--- src/rtl/pow_engine.sv ---
// pow_engine: sequential square-and-multiply exponentiation p = c^g, one exponent bit per clock (optional POW_SAT_EN saturates p on overflow)
module pow_engine #(
    parameter int W = 16
) (
    input  logic         clk,
    input  logic         rst,
    input  logic         start,
    input  logic [W-1:0] c,
    input  logic [W-1:0] g,
    output logic [W-1:0] p,
    output logic         done,
    output logic         busy,
    output logic         ovf
);
    typedef enum logic {IDLE, RUN} state_t;

    state_t state, state_n;
    logic [W-1:0] acc, b, e, acc_n, b_n, e_n, p_n, res;
    logic b_ovf, a_ovf, b_ovf_n, a_ovf_n, done_n, busy_n, ovf_n;
    logic [2*W-1:0] prod_a, prod_b;

    assign prod_a = acc * b;
    assign prod_b = b * b;

`ifdef POW_SAT_EN
    assign res = a_ovf ? '1 : acc;
`else
    assign res = acc;
`endif

    // State and datapath registers; reset wins over every update
    always_ff @(posedge clk) begin
        if (rst) begin
            state <= IDLE;
            acc   <= '0;
            b     <= '0;
            e     <= '0;
            b_ovf <= 1'b0;
            a_ovf <= 1'b0;
            p     <= '0;
            done  <= 1'b0;
            busy  <= 1'b0;
            ovf   <= 1'b0;
        end else begin
            state <= state_n;
            acc   <= acc_n;
            b     <= b_n;
            e     <= e_n;
            b_ovf <= b_ovf_n;
            a_ovf <= a_ovf_n;
            p     <= p_n;
            done  <= done_n;
            busy  <= busy_n;
            ovf   <= ovf_n;
        end
    end

    // Next state: accept in IDLE, consume one exponent bit per RUN cycle, publish when e drains
    always_comb begin
        state_n = state;
        acc_n   = acc;
        b_n     = b;
        e_n     = e;
        b_ovf_n = b_ovf;
        a_ovf_n = a_ovf;
        p_n     = p;
        done_n  = 1'b0;
        busy_n  = busy;
        ovf_n   = ovf;
        case (state)
            IDLE: if (start) begin
                acc_n   = W'(1);
                b_n     = c;
                e_n     = g;
                b_ovf_n = 1'b0;
                a_ovf_n = 1'b0;
                busy_n  = 1'b1;
                state_n = RUN;
            end
            RUN: if (e != '0) begin
                if (e[0]) begin
                    acc_n   = prod_a[W-1:0];
                    a_ovf_n = a_ovf | (|prod_a[2*W-1:W]) | (b_ovf & (|acc));
                end
                b_n     = prod_b[W-1:0];
                b_ovf_n = b_ovf | (|prod_b[2*W-1:W]);
                e_n     = e >> 1;
            end else begin
                p_n     = res;
                ovf_n   = a_ovf;
                done_n  = 1'b1;
                busy_n  = 1'b0;
                state_n = IDLE;
            end
            default: state_n = IDLE;
        endcase
    end
endmodule

--- config.mk ---
export PLATFORM = sky130hd
export DESIGN_NAME = pow_engine
export DESIGN_NICKNAME = d
export VERILOG_FILES = /design/src/rtl/pow_engine.sv
export SDC_FILE = /design/constraint.sdc
export NUM_CORES = 1
export LEC_CHECK = 0
export BUFFER_PORTS_ARGS = -buffer_cell sky130_fd_sc_hd__buf_2
export CORE_UTILIZATION = 31
export DETAILED_ROUTE_END_ITERATION = 10
export GPL_TIMING_DRIVEN = 0
export RECOVER_POWER = 25
export SETUP_SLACK_MARGIN = 0.15
export SLEW_MARGIN = 10
export SYNTH_ARGS = -nofsm -noshare
export SYNTH_HDL_FRONTEND = slang
export SYNTH_SLANG_ARGS = --single-unit
--- constraint.sdc ---
create_clock -name clk -period 14.1 [get_ports clk]
set_input_delay 1.41 -clock clk [delete_from_list [all_inputs] [get_ports clk]]
set_output_delay 1.41 -clock clk [all_outputs]
set_load 0.02 [all_outputs]
==> metrics.md, run 1 <==
| Metric | Value |
|---|---|
| Max incr delay on CP | between 0.7 and 0.8 ns |
| Largest area contributor in the synthesized netlist | fa_1 |
| Port Buffers | 52 |
| Post-Syn Nets | ~2.8k |
| Clock transition at the registers of the reported paths | 0.07 ns |
| Maximum clock frequency | 0.124 GHz |
| Final period util | 0.570 |
| Max cap viols | 0 |
| Die W | 249 um |
| Final setup fails | 0 |
| CTS sink count | 70 |
| Via/cell ratio | around 4.9 |
| Fin. Hold Viols | 0 |
| R2R cell count | 23 |
| Pin count of the biggest net entering global routing | 16 |
| Layout area overhead | 8.03% |
| Post-route DRC | 0 |
| CP Capture Type | flip-flop |
| PD cells | between 70 and 80 nW/um^2 |
| IO Count | 54 |
| Ys flop type | dfxtp_1 |
| Die area | just over 60000 sq um |
| Crit path cell chain | clkbuf_1, clkbuf_1, nand2_1, fa_1, fa_1, inv_1, fa_1, inv_1, fa_1, fa_1, fa_1, inv_1, ha_1, clkbuf_1, and4_1, nand2_1, a2111oi_0, a211oi_2, o21bai_1, xor2_1, nor4_4, nand4_1, o41a_1 |
| R2r endpoint | b_ovf |
| Worst skew pair latency | 0.35 ns |
| Initial antenna violation count | 1 |
| Max Root-Sink Buffers | 2 |
| CP most frequent cell | fa_1 |
| CP endpoint | b_ovf |
| Worst R2R Setup Slack | 6.06 ns |
| CTS tree | yes |
| Ys Warns | 0 |
| Async set or reset register ratio after synthesis | 0 |
| ANT cells | 0 |
| Num CTS Buffers | 9 |
| Avg Cell Area, Syn | 8.72 sq um |
| Crit-path slowest cell | a2111oi_0 |
| Area contributors post-synth | fa_1 (38%), ha_1 (13%), inv_1 (8.9%) |
| Remaining global-route overflow | 0 |
| Core Box Area | a little over 60000 sq um |
| Hold Startpoint | p[4] |
| Mapped Cells | roughly 2.2k |
| WP data required | about 14 ns |
| Fill cells | 6339 |
| WL final | 53900 um |
| Core Util, Final | 0.340 |
| Cell Area, Synth | between 15000 and 20000 sq um |
| Antenna viol nets, final | 0 |
| Die height | 249 um |
| Post-layout min period | slightly above 8 ns |
| Routability congestion estimate | approximately 0.89 |
| Number of setup buffers added after CTS | 0 |
| Vias | about 15k |
| Measured slew at the worst slew-check pin | 0.999 ns |
| Gr usage total | 0.178 |
| Share of cells above drive strength 1 | 0.0464 |
| Crit-path max FO | 10 |
| Setup TNS | 0 ns |
| Crit path DAT | between 8 and 9 ns |
| Leakage | 9.81 nW |
| H-tree Lvls | 3 |
| Post-CTS resize count | 0 |
| Clock tree root driver cell | clkbuf_16 |
| Post-synth EDFFs | 0 |
| Part of the Yosys area used for sequential elements | 0.0739 |
| Nets | between 2k and 3k |
| Min-delay worst type | flip-flop to flip-flop |
| Synth cell types | 77 |
| Worst VDD drop | between 80 and 90 uV |
| Hpwl dp | around 45000 um |
| Number of global-route vias before repair | around 16k |
| Row cnt | 90 |
| Wirelength per Cell | between 15 and 20 um |
| RSZ-0062 raised after global routing | false |
| Worst flop-to-flop path startpoint | b[3] |
| Worst setup SP type | flip-flop |
| Max_slew headroom | 0.334 |
| WS Path Type | flip-flop to flip-flop |
| First drt pass iteration count | 5 |
| Synth top area share | 0.380 |
| Status | completed |
| Starting Density | 0.314 |
| Crit path launch | b[3] |
| Clk_skew | around 0.012 ns |
| Starting DRT DRC Count | between 900 and 1k |
| First-pass GRT wire length | just under 90000 um |
| Hold-fix buffers, CTS | 0 |
| Synthesis-stage register bit count | 70 |
| Max Slew Vio Count | 0 |
## cell type report
cell class	count	area, sq um	area share
inverters	450	1690	0.0824
plain buffers	124	513	0.0250
repair buffers	52	256	0.0125
well taps	782	978	0.0477
flip-flops and latches	70	1400	0.0684
multi-input cells	1531	15400	0.750
clock inverters	7	62.6	0.00305
clock buffers	9	225	0.0110
## cells in the mapped netlist (3+ instances only)
library cell    n
inv_1         450
fa_1          360
nand2_1       255
ha_1          200
and2_1        182
clkbuf_1      109
nor2_1         89
dfxtp_1        70
a21oi_1        67
mux2i_1        47
a211oi_1       37
o21ai_0        34
xnor2_1        30
nand3_1        24
a21o_1         23
nand4_1        16
a31oi_1        14
xor2_1         14
and3_1         11
nor4_1         11
nor3_1         10
o21a_1          9
nand2b_1        8
nor2b_1         7
o211ai_1        7
o21bai_1        7
buf_1           5
a2111oi_0       4
mux2_2          4
nor3b_1         4
a211o_1         3
a31o_2          3
and4_1          3
buf_4           3
buf_6           3
## sequential cells by signal, summed over array words and instances, names as in the netlist
name,flops
busy,1
done,1
p,16
b,16
acc,16
a_ovf,1
ovf,1
state,1
b_ovf,1
e,16
## logic make-up after synthesis
logic type,count (synthesis),synth area share
adders and majority gates,560,0.512
xor gates and xnor gates,44,0.0203
and+or+nand+nor,638,0.167
DFF,70,0.0739
muxes,51,0.0272
AOI/OAI and AO/OA,238,0.0841
buffers and inverters,574,0.116
## worst max-delay path, delay by kind of cell (launching register included)
kind | cells | cell delay (ns)
AOI/OAI and AO/OA | 4 | 1.44
xor gates and xnor gates | 1 | 0.12
and+or+nand+nor | 5 | 0.96
buffers and inverters | 6 | 1.59
adders and majority gates | 7 | 3.39
DFF | 1 | 0.41
## per-stage QoR
step	cells	area, sq um	power (mW)	setup slack [ns]	hold WS (ns)
final	3025	20500	1.56	6.06	0.499
after global routing	3025	20500	1.69	5.73	0.533
after CTS	3025	20500	1.55	6.09	0.502
after detailed placement	3009	20200	1.32	6.10	0.487
after global placement	3009	20200	1.29	6.11	0.479
after floorplan	2175	19000	1.01	7.62	0.479
## routing by layer
| metal | share of wire | global-route usage | wire length (um) |
|---|---|---|---|
| met1 | 0.43 | 0.236 | 23000 |
| met2 | 0.47 | 0.300 | 25600 |
| met3 | 0.069 | 0.0292 | 3730 |
| met4 | 0.028 | 0.0492 | 1530 |
| met5 | 0.00057 | 0 | 31 |
## cells in the final DEF, fill, tap and decap left out, types with 34 or more instances in the layout
cell type	Yosys	routed
dfxtp_1	70	70
a211oi_1	37	37
a21oi_1	67	67
and2_1	182	182
mux2i_1	47	47
nor2_1	89	89
o21ai_0	34	34
nand2_1	255	255
fa_1	360	360
ha_1	200	200
clkbuf_1	109	114
buf_2	2	51
inv_1	450	450
## power by group
| part | total [mW] | internal [mW] | switching, mW |
|---|---|---|---|
| logic | 1.10 | 0.409 | 0.696 |
| clock network | 0.226 | 0.123 | 0.103 |
| registers | 0.232 | 0.211 | 0.0212 |
| total | 1.56 | 0.743 | 0.821 |
## how the worst min path moves through the flow
stage | endpoint | cells after the start | slack [ns]
6_report | p[4] | 2 | 0.50
5_1_grt | p[3] | 2 | 0.53
4_1_cts | p[11] | 2 | 0.50
3_5_place_dp | p[12] | 2 | 0.49
3_3_place_gp | p[12] | 2 | 0.48
2_1_floorplan | ovf | 2 | 0.48
No activity file was read; power rests on OpenSTA's default activity.
==> run 2, diff against run 1 <==
- clock period: 14.1 -> 8.15 ns (I/O delays scaled with it)
==> run 2 against run 1 <==
  * Core utilization about the same
  * Combinational power increased by 74%
  * First-iteration DRC count is 5.5% lower
  * Routed wire length about the same
  * Largest cell class unchanged
==> metrics.md, run 2 (synthesis results as in run 1) <==
| Metric | Value |
|---|---|
| Leakage | 9.77 nW |
| Max_slew headroom | 0.329 |
| Die area | between 60000 and 70000 sq um |
| PD cells | 132 nW/um^2 |
| Min-delay worst type | flip-flop to flip-flop |
| Antenna viol nets, final | 0 |
| Worst VDD drop | 142 uV |
| Port Buffers | between 50 and 60 |
| Final period util | 0.936 |
| RSZ-0062 raised after global routing | false |
| Hold-fix buffers, CTS | 0 |
| GR met2 Demand/Resource | 0.300 |
| Row cnt | 90 |
| Gr usage total | 0.178 |
| Post-route DRC | 0 |
| Wirelength per Cell | 17.8 um |
| CTS sink count | 70 |
| Clock tree root driver cell | clkbuf_16 |
| Num CTS Buffers | 9 |
| Die W | approximately 250 um |
| First-pass GRT wire length | just under 90000 um |
| Crit-path max FO | 10 |
| WP data required | around 8.4 ns |
| Hold Startpoint | p[4] |
| ANT cells | 0 |
| WL final | approximately 54000 um |
| Via/cell ratio | a little under 5 |
| Worst flop-to-flop path startpoint | b[8] |
| Crit path DAT | 7.86 ns |
| IO Count | 54 |
| Starting DRT DRC Count | 879 |
| Die height | 249 um |
| Status | completed |
| Vias | 14.9k |
| Final setup fails | 0 |
| Max Root-Sink Buffers | 2 |
| Pin count of the biggest net entering global routing | 16 |
| Number of global-route vias before repair | about 16k |
| Fin. Hold Viols | 0 |
| Clock transition at the registers of the reported paths | ~0.07 ns |
| Met1 Usage GRT | 0.236 |
| H-tree Lvls | 3 |
| Leading cell type in the layout, fill and taps excluded | inv_1 |
| First drt pass iteration count | 5 |
| GRT met3 Usage | 0.0292 |
| Crit path launch | b[8] |
| Most frequent cells in the layout | inv_1 (450), fa_1 (360), nand2_1 (255), ha_1 (200), and2_1 (182) |
| Starting Density | 0.314 |
| CP Capture Type | flip-flop |
| Worst skew pair latency | between 0.3 and 0.4 ns |
| Clk_skew | around 0.012 ns |
| Measured slew at the worst slew-check pin | between 1 and 1.5 ns |
| Hpwl dp | 44900 um |
| Core Util, Final | 0.339 |
| Maximum clock frequency | 0.131 GHz |
| WS Path Type | flip-flop to flip-flop |
| Final hold slack | 0.503 ns |
| Max cap viols | 0 |
| CTS tree | yes |
| Routability congestion estimate | between 0.8 and 0.9 |
| Worst setup SP type | flip-flop |
| Most Crowded Layer GR | met2 |
| Layout area overhead | 7.99% |
| Post-layout min period | about 7.6 ns |
| Setup TNS | 0 ns |
| Core Box Area | 60400 sq um |
| Max Slew Vio Count | 0 |
| Number of setup buffers added after CTS | 0 |
| Initial antenna violation count | 1 |
| Remaining global-route overflow | 0 |
| Share of cells above drive strength 1 | 0.0432 |
| Total power | approximately 2.7 mW |
| Nets | about 2.8k |
run 2: area by class of cell:
type / instances / area, sq um
Inverter: 450 / 1690
Fill cell: 6347 / 39900
Buffer: 124 / 523
Multi-Input combinational cell: 1531 / 15400
Sequential cell: 70 / 1400
Timing Repair Buffer: 52 / 238
Clock buffer: 9 / 225
Tap cell: 782 / 978
Clock inverter: 7 / 62.6
run 2: through the flow:
stage	setup WS, ns	cell area, sq um	instances
floorplan	1.67	19000	2175
global placement	0.163	20200	3009
detailed placement	0.147	20200	3009
global route	0.151	20500	3025
finish	0.519	20500	3025
CTS	0.305	20500	3025
run 2: worst paths after layout:
path,end,slack [ns],cells after the start
worst max register to register,a_ovf,0.52,22
worst max-delay path,a_ovf,0.52,22
worst min register to register,p[4],0.50,2
worst min-delay path,p[4],0.50,2
run 2: worst max-delay path, stage by stage, from the launching register on:
cell and delay (ns):
dfxtp_1 0.48, clkbuf_1 0.79, nand2_1 0.18, fa_1 0.55, inv_1 0.06, fa_1 0.50, inv_1 0.05, fa_1 0.55
fa_1 0.43, fa_1 0.50, fa_1 0.51, inv_1 0.07, ha_1 0.28, clkbuf_1 0.38, nand2_1 0.12, o21ai_0 0.51
nand3_1 0.18, o21ai_0 0.12, a41o_1 0.28, nor2_1 0.06, a2111oi_0 0.50, and4_1 0.31, a31oi_1 0.09
run 2: power breakdown:
group	switching [mW]	total [mW]	internal, mW
Clock	0.179	0.392	0.213
Sequential	0.0369	0.402	0.365
Combinational	1.20	1.91	0.708
run 2: timing repair:
| item | 4_1_cts | 5_1_grt |
|---|---|---|
| setup endpoints to repair | 1 | 2 |
| pin swaps | 0 | 0 |
| gates resized for setup | 1 | 15 |
run 2: metal layers:
metal,part of all wire,wire length (um)
met3,0.066,3580
met5,0.00057,31
met2,0.47,25600
met4,0.028,1510
met1,0.43,23200
==> run 3, diff against run 2 <==
- CORE_UTILIZATION: 31 -> 66
- GPL_TIMING_DRIVEN: 0 -> default
- PLACE_DENSITY: default -> 0.84
==> run 3 against run 2 <==
  * The flow now finishes with violations (max-capacitance violations, max-slew violations)
  * Combinational power decreased by 11%
  * Final area decreased by 3.5%
  * Via count decreased by 0.95%
  * Critical path type unchanged
  * Setup slack improved by 0.50 ns
  * Register-to-register slack improved by 0.50 ns
==> metrics.md, run 3 (synthesis results as in run 1) <==
| Metric | Value |
|---|---|
| Status | complete, but fails checks |
| Failing checks | max-capacitance violations, max-slew violations |
| Clock transition at the registers of the reported paths | around 0.060 ns |
| Worst skew pair latency | 0.35 ns |
| Max cap viols | 1 |
| Num CTS Buffers | 9 |
| Fill cells | around 2.1k |
| Measured slew at the worst slew-check pin | 2.46 ns |
| Crit path cell chain | nand2_1, fa_1, fa_1, inv_1, fa_1, inv_1, fa_1, fa_1, fa_1, inv_1, ha_1, and4_1, nand2_1, a2111oi_0, a211oi_2, o21bai_1, xor2_1, nor4_4, nand4_1, o41a_1 |
| Max Slew Vio Count | 41 |
| RSZ-0062 raised after global routing | false |
| Total power | 2.56 mW |
| R2R cell count | 20 |
| Stages on the worst setup path | 20 |
| Setup TNS | 0 ns |
| CTS tree | yes |
| Die area | ~30000 sq um |
| Max_slew headroom | -0.641 |
| Port Buffers | 53 |
| Buf+Inv Stages, Crit Path | 3 |
| PD cells | roughly 130 nW/um^2 |
| Vias | roughly 15k |
| WL final | 45700 um |
| Die height | around 170 um |
| WS Path Type | flip-flop to flip-flop |
| Area of the multi-input gates | around 15000 sq um |
| Worst setup margin | 1.01 ns |
| FF/Latch Area | about 1400 sq um |
| Crit path DAT | between 7 and 8 ns |
| Most frequent cells in the layout | inv_1 (450), fa_1 (360), nand2_1 (254), ha_1 (200), and2_1 (182) |
| Core Util, Final | 0.706 |
| Hold-fix buffers, CTS | 0 |
| Clk_skew | between 0.008 and 0.009 ns |
| IO Count | 54 |
| Number of setup buffers added after CTS | 0 |
| Final setup fails | 0 |
| CTS sink count | 70 |
| Total placed instance area | ~19000 sq um |
| First-pass GRT wire length | about 76000 um |
| Remaining global-route overflow | 0 |
| Crit-path max FO | 24 |
| Cell family with most CP delay | adder cells |
| Wirelength per Cell | between 15 and 20 um |
| H-tree Lvls | 3 |
| Leading cell type in the layout, fill and taps excluded | inv_1 |
| Dpl ws | roughly 1.0 ns |
| Worst VDD drop | approximately 150 uV |
| Antenna viol nets, final | 0 |
| Post-CTS resize count | 0 |
| Gr usage total | 0.334 |
| Post-route DRC | 0 |
| Starting Density | 0.677 |
| Layout area overhead | 4.16% |
| Post-route cell area | just under 20000 sq um |
| Worst setup SP type | flip-flop |
| Max incr delay on CP | ~1.1 ns |
| Share of cells above drive strength 1 | 0.0534 |
| Via/cell ratio | a little under 6 |
| Starting DRT DRC Count | about 950 |
| Nets | roughly 2.7k |
| Initial antenna violation count | 0 |
| First drt pass iteration count | 6 |
| CP Capture Type | flip-flop |
| Number of global-route vias before repair | ~16k |
| Core Box Area | ~28000 sq um |
| Routability congestion estimate | between 0.9 and 1 |
| Post-layout min period | ~7.1 ns |
| CP most frequent cell | fa_1 |
| Maximum clock frequency | roughly 0.14 GHz |
| Final period util | 0.876 |
| Fin. Hold Viols | 0 |
| Worst hold stages | 2 |
| WP data required | 8.38 ns |
| Crit-path slowest cell | dfxtp_1 |
| Row cnt | between 60 and 70 |
| Min-delay worst type | flip-flop to flip-flop |
| Clock tree root driver cell | clkbuf_16 |
| Max Root-Sink Buffers | 2 |
| Hpwl dp | roughly 36000 um |
| Leakage | just under 10 nW |
| Pin count of the biggest net entering global routing | 71 |
| Die W | 172 um |
-- run 3: cell types whose count changed in the layout (fill, tap and decap cells not counted), moves of 2 or more --
cell       change
buf_1          -4
buf_4         +31
buf_6          -3
bufinv_16      +2
clkbuf_1     -101
clkbuf_2       -9
inv_6          -3
-- run 3: worst min-delay path, cell delays in order (launching register included) --
cell,delay [ns]
dfxtp_1,0.33
mux2i_1,0.07
nor2_1,0.07
-- run 3: metrics by stage --
stage,hold WS (ns),cells
final,0.507,2534
after global routing,0.538,2533
after CTS,0.506,2533
after detailed placement,0.489,2517
after global placement,0.474,2517
after floorplan,0.479,2175
-- run 3: worst paths after layout --
| path | start | end | slack (ns) |
|---|---|---|---|
| max | b[10] | b_ovf | 1.01 |
| min | p[9] | p[9] | 0.51 |
| max reg2reg | b[10] | b_ovf | 1.01 |
| min reg2reg | p[9] | p[9] | 0.51 |
-- run 3: layer usage --
layer,vias up,routed length (um),track usage
met5,-,0,0
met4,0,989,0.0920
met3,81,3830,0.0479
met2,674,22100,0.561
met1,7316,18900,0.451
li1,6695,-,-
-- run 3: layout make-up --
cell class / count / share of cell area
antenna: 1 / 0.000127
clock buffer: 9 / 0.0114
clock inverter: 7 / 0.00494
inverter: 450 / 0.0855
multi-input combinational: 1531 / 0.778
sequential: 70 / 0.0709
tap: 378 / 0.0239
timing repair buffer: 88 / 0.0254
-- run 3: power breakdown --
| part | internal, mW | leakage [nW] | switching [mW] |
|---|---|---|---|
| clock network | 0.269 | 0.152 | 0.159 |
| logic | 0.660 | 9.02 | 1.04 |
| registers | 0.365 | 0.573 | 0.0643 |
